`src/rtl/dlf_gearshift.sv`:
```
// rtl/dlf_gearshift.sv - bang-bang PLL loop filter with gear-shift acquisition controller
// Optional loss-of-lock re-acquisition is built when DLF_LOSS_OF_LOCK_EN is defined.
module dlf_gearshift #(
    parameter int ACC_WIDTH          = 10,
    parameter int GAIN_WIDTH         = 8,
    parameter int NUM_DITHERING_BITS = 5,
    parameter int NUM_GEARS          = 4,
    parameter int GEAR_CYCLES        = 64,
    parameter int LOL_RUN            = 16,
    localparam int GW = (NUM_GEARS > 1) ? $clog2(NUM_GEARS) : 1
) (
    input  logic                          clock,
    input  logic                          reset,
    input  logic                          enable,
    input  logic                          updn,
    input  logic                          relock,
    input  logic [GAIN_WIDTH-1:0]         ki,
    input  logic [GAIN_WIDTH-1:0]         kp,
    output logic                          overflow,
    output logic                          underflow,
    output logic [NUM_DITHERING_BITS-1:0] ditherWidth,
    output logic [GW-1:0]                 gear,
    output logic                          locked
);
    localparam int DW = $clog2(GEAR_CYCLES);

    if (GAIN_WIDTH > ACC_WIDTH - 1) begin : g_bad_gain
        $error("GAIN_WIDTH must not exceed ACC_WIDTH-1");
    end
    if (NUM_DITHERING_BITS > ACC_WIDTH) begin : g_bad_dither
        $error("NUM_DITHERING_BITS must not exceed ACC_WIDTH");
    end
    if (NUM_GEARS < 2 || NUM_GEARS > 8) begin : g_bad_gears
        $error("NUM_GEARS must be in 2..8");
    end
    if (GEAR_CYCLES < 2 || LOL_RUN < 2) begin : g_bad_counts
        $error("GEAR_CYCLES and LOL_RUN must be at least 2");
    end

    typedef enum logic {S_ACQ, S_TRACK} state_t;

    state_t                  state_q, state_d;
    logic [ACC_WIDTH-1:0]    acc_q, acc_d;
    logic                    prev_q, prev_d;
    logic [GW-1:0]           gear_q, gear_d;
    logic [DW-1:0]           dwell_q, dwell_d;
    logic                    overflow_q, overflow_d;
    logic                    underflow_q, underflow_d;
    logic                    restart;
    logic [GAIN_WIDTH-1:0]   ki_eff, kp_eff;
    logic [ACC_WIDTH+1:0]    mag, sum;

    // Integral gain drops 4x per gear, proportional 2x per gear.
    assign ki_eff = ki >> {gear_q, 1'b0};
    assign kp_eff = kp >> gear_q;
    assign mag    = (ACC_WIDTH+2)'(ki_eff)
                  + ((updn != prev_q) ? (ACC_WIDTH+2)'(kp_eff) : '0);
    // Two's-complement sum: bit ACC+1 is the sign, bit ACC marks an upward wrap.
    assign sum    = {2'b00, acc_q} + (updn ? (~mag + 1'b1) : mag);

`ifdef DLF_LOSS_OF_LOCK_EN
    localparam int RW = $clog2(LOL_RUN + 1);
    logic [RW-1:0] run_q, run_d;
`endif

    always_comb begin
        acc_d       = acc_q;
        prev_d      = prev_q;
        gear_d      = gear_q;
        state_d     = state_q;
        dwell_d     = dwell_q;
        overflow_d  = 1'b0;
        underflow_d = 1'b0;
        restart     = relock;
`ifdef DLF_LOSS_OF_LOCK_EN
        run_d       = run_q;
`endif
        if (enable) begin
            acc_d       = sum[ACC_WIDTH-1:0];
            underflow_d = sum[ACC_WIDTH+1];
            overflow_d  = ~sum[ACC_WIDTH+1] & sum[ACC_WIDTH];
            prev_d      = updn;
`ifdef DLF_LOSS_OF_LOCK_EN
            if (updn != prev_q) begin
                run_d = RW'(1);
            end else if (run_q != RW'(LOL_RUN)) begin
                run_d = run_q + 1'b1;
            end
            if (state_q == S_TRACK && run_d == RW'(LOL_RUN)) begin
                restart = 1'b1;
            end
`endif
            if (state_q == S_ACQ) begin
                if (dwell_q == DW'(GEAR_CYCLES - 1)) begin
                    dwell_d = '0;
                    gear_d  = gear_q + 1'b1;
                    if (gear_d == GW'(NUM_GEARS - 1)) begin
                        state_d = S_TRACK;
                    end
                end else begin
                    dwell_d = dwell_q + 1'b1;
                end
            end
        end
        // Restart overrides any dwell terminal count; acc and prev keep filtering.
        if (restart) begin
            gear_d  = '0;
            dwell_d = '0;
            state_d = S_ACQ;
`ifdef DLF_LOSS_OF_LOCK_EN
            run_d   = '0;
`endif
        end
    end

    always_ff @(posedge clock or negedge reset) begin
        if (!reset) begin
            state_q     <= S_ACQ;
            acc_q       <= '0;
            prev_q      <= 1'b0;
            gear_q      <= '0;
            dwell_q     <= '0;
            overflow_q  <= 1'b0;
            underflow_q <= 1'b0;
`ifdef DLF_LOSS_OF_LOCK_EN
            run_q       <= '0;
`endif
        end else begin
            state_q     <= state_d;
            acc_q       <= acc_d;
            prev_q      <= prev_d;
            gear_q      <= gear_d;
            dwell_q     <= dwell_d;
            overflow_q  <= overflow_d;
            underflow_q <= underflow_d;
`ifdef DLF_LOSS_OF_LOCK_EN
            run_q       <= run_d;
`endif
        end
    end

    assign overflow    = overflow_q;
    assign underflow   = underflow_q;
    assign ditherWidth = acc_q[ACC_WIDTH-1 -: NUM_DITHERING_BITS];
    assign gear        = gear_q;
    assign locked      = (state_q == S_TRACK);

endmodule

```
`config.mk`:
```
export PLATFORM = sky130hd
export DESIGN_NAME = dlf_gearshift
export DESIGN_NICKNAME = d
export VERILOG_FILES = /design/src/rtl/dlf_gearshift.sv
export SDC_FILE = /design/constraint.sdc
export NUM_CORES = 1
export LEC_CHECK = 0
export CAP_MARGIN = 20
export CORE_UTILIZATION = 50
export DETAILED_ROUTE_END_ITERATION = 10
export PLACE_DENSITY = 0.77
export SLEW_MARGIN = 20
export SYNTH_ARGS = -nofsm -noshare
export SYNTH_HDL_FRONTEND = slang
export SYNTH_SLANG_ARGS = --single-unit
```
`constraint.sdc`:
```
create_clock -name clock -period 4.7 [get_ports clock]
set_clock_uncertainty 0.1 [all_clocks]
set_input_delay 0.94 -clock clock [delete_from_list [all_inputs] [get_ports clock]]
set_output_delay 0.94 -clock clock [all_outputs]
set_load 0.02 [all_outputs]
```
==> flow_metrics.env <==
export IMPL_grt_overflow_total=0
export IMPL_timing_setup_critical_path_class="in2reg"
export IMPL_buffer_ports_inserted=30
export IMPL_timing_setup_tns_ps=-2.28
export IMPL_drtPass1Iterations=4
export IMPL_clock_sinks=22
export IMPL_dr_first_iter_drc_count=115
export IMPL_worstSetupEndpointType="flop"
export IMPL_status="complete, but fails checks"
export IMPL_postSynthAreaPerCell_sq_um=8.59
export IMPL_core_area_sq_um=4380
export IMPL_netlist_cell_type_count=48
export IMPL_design_die_area_sq_um=4880
export IMPL_drt_drc_violations_left=0
export IMPL_power_frac_comb_pct=70.8
export IMPL_clock_path_buffers=2
export IMPL_synthesis_area_sq_um=2300
export IMPL_final_hold_viol_count=0
export IMPL_worst_hold_path_type="reg2reg"
export IMPL_fraction_of_power_spent_switching_nets_pct=39.7
export IMPL_antenna_found_initial=0
export IMPL_synth_yosys_seq_area_share_pct=23.9
export IMPL_setup_viol=1
export IMPL_stdcell_area_sq_um=3450
export IMPL_synth_edf_count=0
export IMPL_failing_checks="setup timing"
export IMPL_track_usage_pct=26.7
export IMPL_maximum_number_of_pins_on_one_net_before_global_route_repair=23
export IMPL_clock_network_latency_to_the_later_pin_of_the_worst_skew_pair_ps=260
export IMPL_final_net_count=402
export IMPL_dr_total_vias=2387
export IMPL_ir_worst_vdd_uv=458
export IMPL_power_leakage_nw=1.53
export IMPL_tritoncts_num_buffers=3
export IMPL_first_global_vias=2411
export IMPL_startpoint_type="input port"
export IMPL_grt_pass1_wl_um=10700
export IMPL_p_per_area_nw_per_um2=461
export IMPL_finalWorstPathRequiredPeriod_ps=4700
export IMPL_avgRoutedWirePerCell_um=16.3
export IMPL_gp_congestion=0.886
export IMPL_power_net_switching_mw=0.631
export IMPL_synth_ff_latch_count=22
export IMPL_layout_commonest_cell="sky130_fd_sc_hd__buf_4"
export IMPL_synth_net_count=312
export IMPL_power_sequential_fraction_pct=18.2
export IMPL_unrepaired_setup_endpoints_after_global_routing="true"
export IMPL_synthesis_instances=268
export IMPL_initial_utilization_pct=52.5
export IMPL_crit_arrival_ps=4750
export IMPL_viasPerCell=5.84
export IMPL_path_max_fanout=4
export IMPL_synth_top_flop_cell="sky130_fd_sc_hd__dfrtp_1"
export IMPL_dpl_hpwl_um=4480
export IMPL_clock_network_fraction_of_total_power_pct=11.0
export IMPL_p_int_mw=0.959
export IMPL_slack_of_the_critical_path_ps=-2.28
export IMPL_clk_pin_slew_ps=80
export IMPL_pin_count=31
export IMPL_drive_gt1_share_pct=38.9
export IMPL_synthArstFlopShare_pct=100
export IMPL_dieWidth_um=69.8
export IMPL_totalWireLength_um=6680
export IMPL_tritoncts="yes"
export IMPL_postCtsHoldBufs=0
export IMPL_final_min_period_over_clock_period_pct=100
export IMPL_row_count=24
export IMPL_antennaDiodeCount=0
export IMPL_htreeDepth=1
export IMPL_timing_max_slew_rel_slack_pct=34.6
export IMPL_die_y_um=69.8
export IMPL_timing_max_cap_violations=0
export IMPL_drt_antenna_violating_nets=0
export IMPL_commonest_non_fill_non_tap_cells_in_the_layout="sky130_fd_sc_hd__buf_4, sky130_fd_sc_hd__nor2_1, sky130_fd_sc_hd__dfrtp_1"
export IMPL_fmaxAchievable_mhz=213
export IMPL_clock_root_buffer="sky130_fd_sc_hd__clkbuf_8"
export IMPL_finalMaxSlewViolations=0
export IMPL_placedInstanceArea_sq_um=3040
export IMPL_synth_warning_count=0
export IMPL_cp_required_ps=4750
export IMPL_area_growth_syn_to_layout_pct=49.9
export IMPL_tightestPinTransition_ps=979
final timing paths:
| path | from | to | slack [ps] | cells past startpoint |
|---|---|---|---|---|
| min in group asynchronous | reset | acc_q[9]$_DFFE_PN0P_ | 1110 | 1 |
| max reg2reg | gear[1]$_DFFE_PN0P_ | acc_q[9]$_DFFE_PN0P_ | 160 | 19 |
| max in group asynchronous | reset | acc_q[0]$_DFFE_PN0P_ | 2790 | 1 |
| min reg2reg | acc_q[3]$_DFFE_PN0P_ | acc_q[3]$_DFFE_PN0P_ | 440 | 1 |
| max | ki[5] | acc_q[9]$_DFFE_PN0P_ | -2 | 18 |
| min | acc_q[3]$_DFFE_PN0P_ | acc_q[3]$_DFFE_PN0P_ | 440 | 1 |
power by group through the flow:
stage          sequential, mW  clock [mW]  combinational [mW]
3_5_place_dp            0.290           0               0.950
5_1_grt                 0.296       0.187                1.21
2_1_floorplan           0.285           0               0.636
4_1_cts                 0.287       0.179                1.05
6_report                0.289       0.176                1.13
3_3_place_gp            0.286           0               0.925
routing by layer:
| layer | track usage (%) | up-vias | wire (um) |
|---|---|---|---|
| li1 | - | 1151 | - |
| met1 | 33.1 | 1147 | 2830 |
| met2 | 49.4 | 73 | 3430 |
| met3 | 2.62 | 16 | 239 |
| met4 | 6.44 | 0 | 179 |
| met5 | 0 | - | 0 |
critical path: stages:
cell and delay [ps]:
sky130_fd_sc_hd__clkdlybuf4s50_1 480, sky130_fd_sc_hd__a211oi_2 310, sky130_fd_sc_hd__a21oi_2 80, sky130_fd_sc_hd__buf_4 140
sky130_fd_sc_hd__ha_1 300, sky130_fd_sc_hd__nand3_1 150, sky130_fd_sc_hd__and3_1 240, sky130_fd_sc_hd__o22ai_2 230
sky130_fd_sc_hd__o21ai_1 110, sky130_fd_sc_hd__xnor2_1 230, sky130_fd_sc_hd__ha_1 290, sky130_fd_sc_hd__or2_2 300
sky130_fd_sc_hd__a21oi_2 180, sky130_fd_sc_hd__a21oi_2 80, sky130_fd_sc_hd__and2_1 190, sky130_fd_sc_hd__o21ai_0 120
sky130_fd_sc_hd__a21boi_0 100, sky130_fd_sc_hd__mux2_2 270
logic make-up after synthesis:
family	share of synthesized area [%]
DFF	23.9
xor gates and xnor gates	8.75
muxes	10.4
adders and majority gates	13.2
buffers and inverters	5.22
and+or+nand+nor	19.6
AOI/OAI and AO/OA	18.9
Yosys cell counts, types with 2 or more instances:
master	instances	share of area (%)
sky130_fd_sc_hd__dfrtp_1	22	24
sky130_fd_sc_hd__clkbuf_1	7	1.1
sky130_fd_sc_hd__a211oi_1	6	2.0
sky130_fd_sc_hd__a31oi_1	2	0.54
sky130_fd_sc_hd__and2_1	5	1.4
sky130_fd_sc_hd__xor2_1	4	1.5
sky130_fd_sc_hd__nor2b_1	8	2.2
sky130_fd_sc_hd__a21oi_1	22	4.8
sky130_fd_sc_hd__xnor2_1	19	7.2
sky130_fd_sc_hd__o21a_1	2	0.65
sky130_fd_sc_hd__and2_2	2	0.65
sky130_fd_sc_hd__nand4_1	3	0.82
sky130_fd_sc_hd__o22a_1	2	0.76
sky130_fd_sc_hd__a41oi_1	2	0.76
sky130_fd_sc_hd__o21ai_0	12	2.6
sky130_fd_sc_hd__mux4_2	4	3.9
sky130_fd_sc_hd__and3_1	7	1.9
sky130_fd_sc_hd__fa_1	2	1.7
sky130_fd_sc_hd__o41ai_1	2	0.76
sky130_fd_sc_hd__o22ai_1	2	0.54
sky130_fd_sc_hd__nor2_1	27	4.4
sky130_fd_sc_hd__nand3_1	8	1.7
sky130_fd_sc_hd__a21o_1	2	0.65
sky130_fd_sc_hd__ha_1	21	11
sky130_fd_sc_hd__mux2_2	8	3.9
sky130_fd_sc_hd__nor3_1	9	2.0
sky130_fd_sc_hd__mux2i_1	6	2.6
sky130_fd_sc_hd__nand2_1	15	2.4
sky130_fd_sc_hd__buf_4	5	1.6
sky130_fd_sc_hd__inv_1	14	2.3
state kept, by name, summed over array words and instances, names as in the netlist:
name,cells
acc_q,10
dwell_q,6
gear,2
locked,1
overflow,1
prev_q,1
underflow,1
area by class of cell:
class | count | area [sq um]
multi-input combinational | 219 | 1900
timing repair buffer | 98 | 810
clock buffer | 3 | 41.3
fill | 269 | 935
clock inverter | 1 | 30.0
tap | 52 | 65.1
sequential | 22 | 551
inverter | 14 | 52.6
metrics by stage:
step / power (mW) / setup slack, ps / std cells / hold WS, ps / util [%]
3_5_place_dp: 1.24 / -643 / 394 / 420 / 69.4
6_report: 1.59 / -2.28 / 409 / 439 / 78.7
3_3_place_gp: 1.21 / -621 / 394 / 397 / 69.4
2_1_floorplan: 0.920 / 20.0 / 268 / 381 / -
5_1_grt: 1.69 / -166 / 409 / 467 / 78.7
4_1_cts: 1.52 / 7.53 / 405 / 439 / 75.0
what timing repair did:
action,in CTS,in global routing
gates resized for setup,48,34
pin swaps,30,22
endpoints found under the setup margin,5,5
setup buffers,7,4
Note: power is estimated with default switching activity, not from simulation.
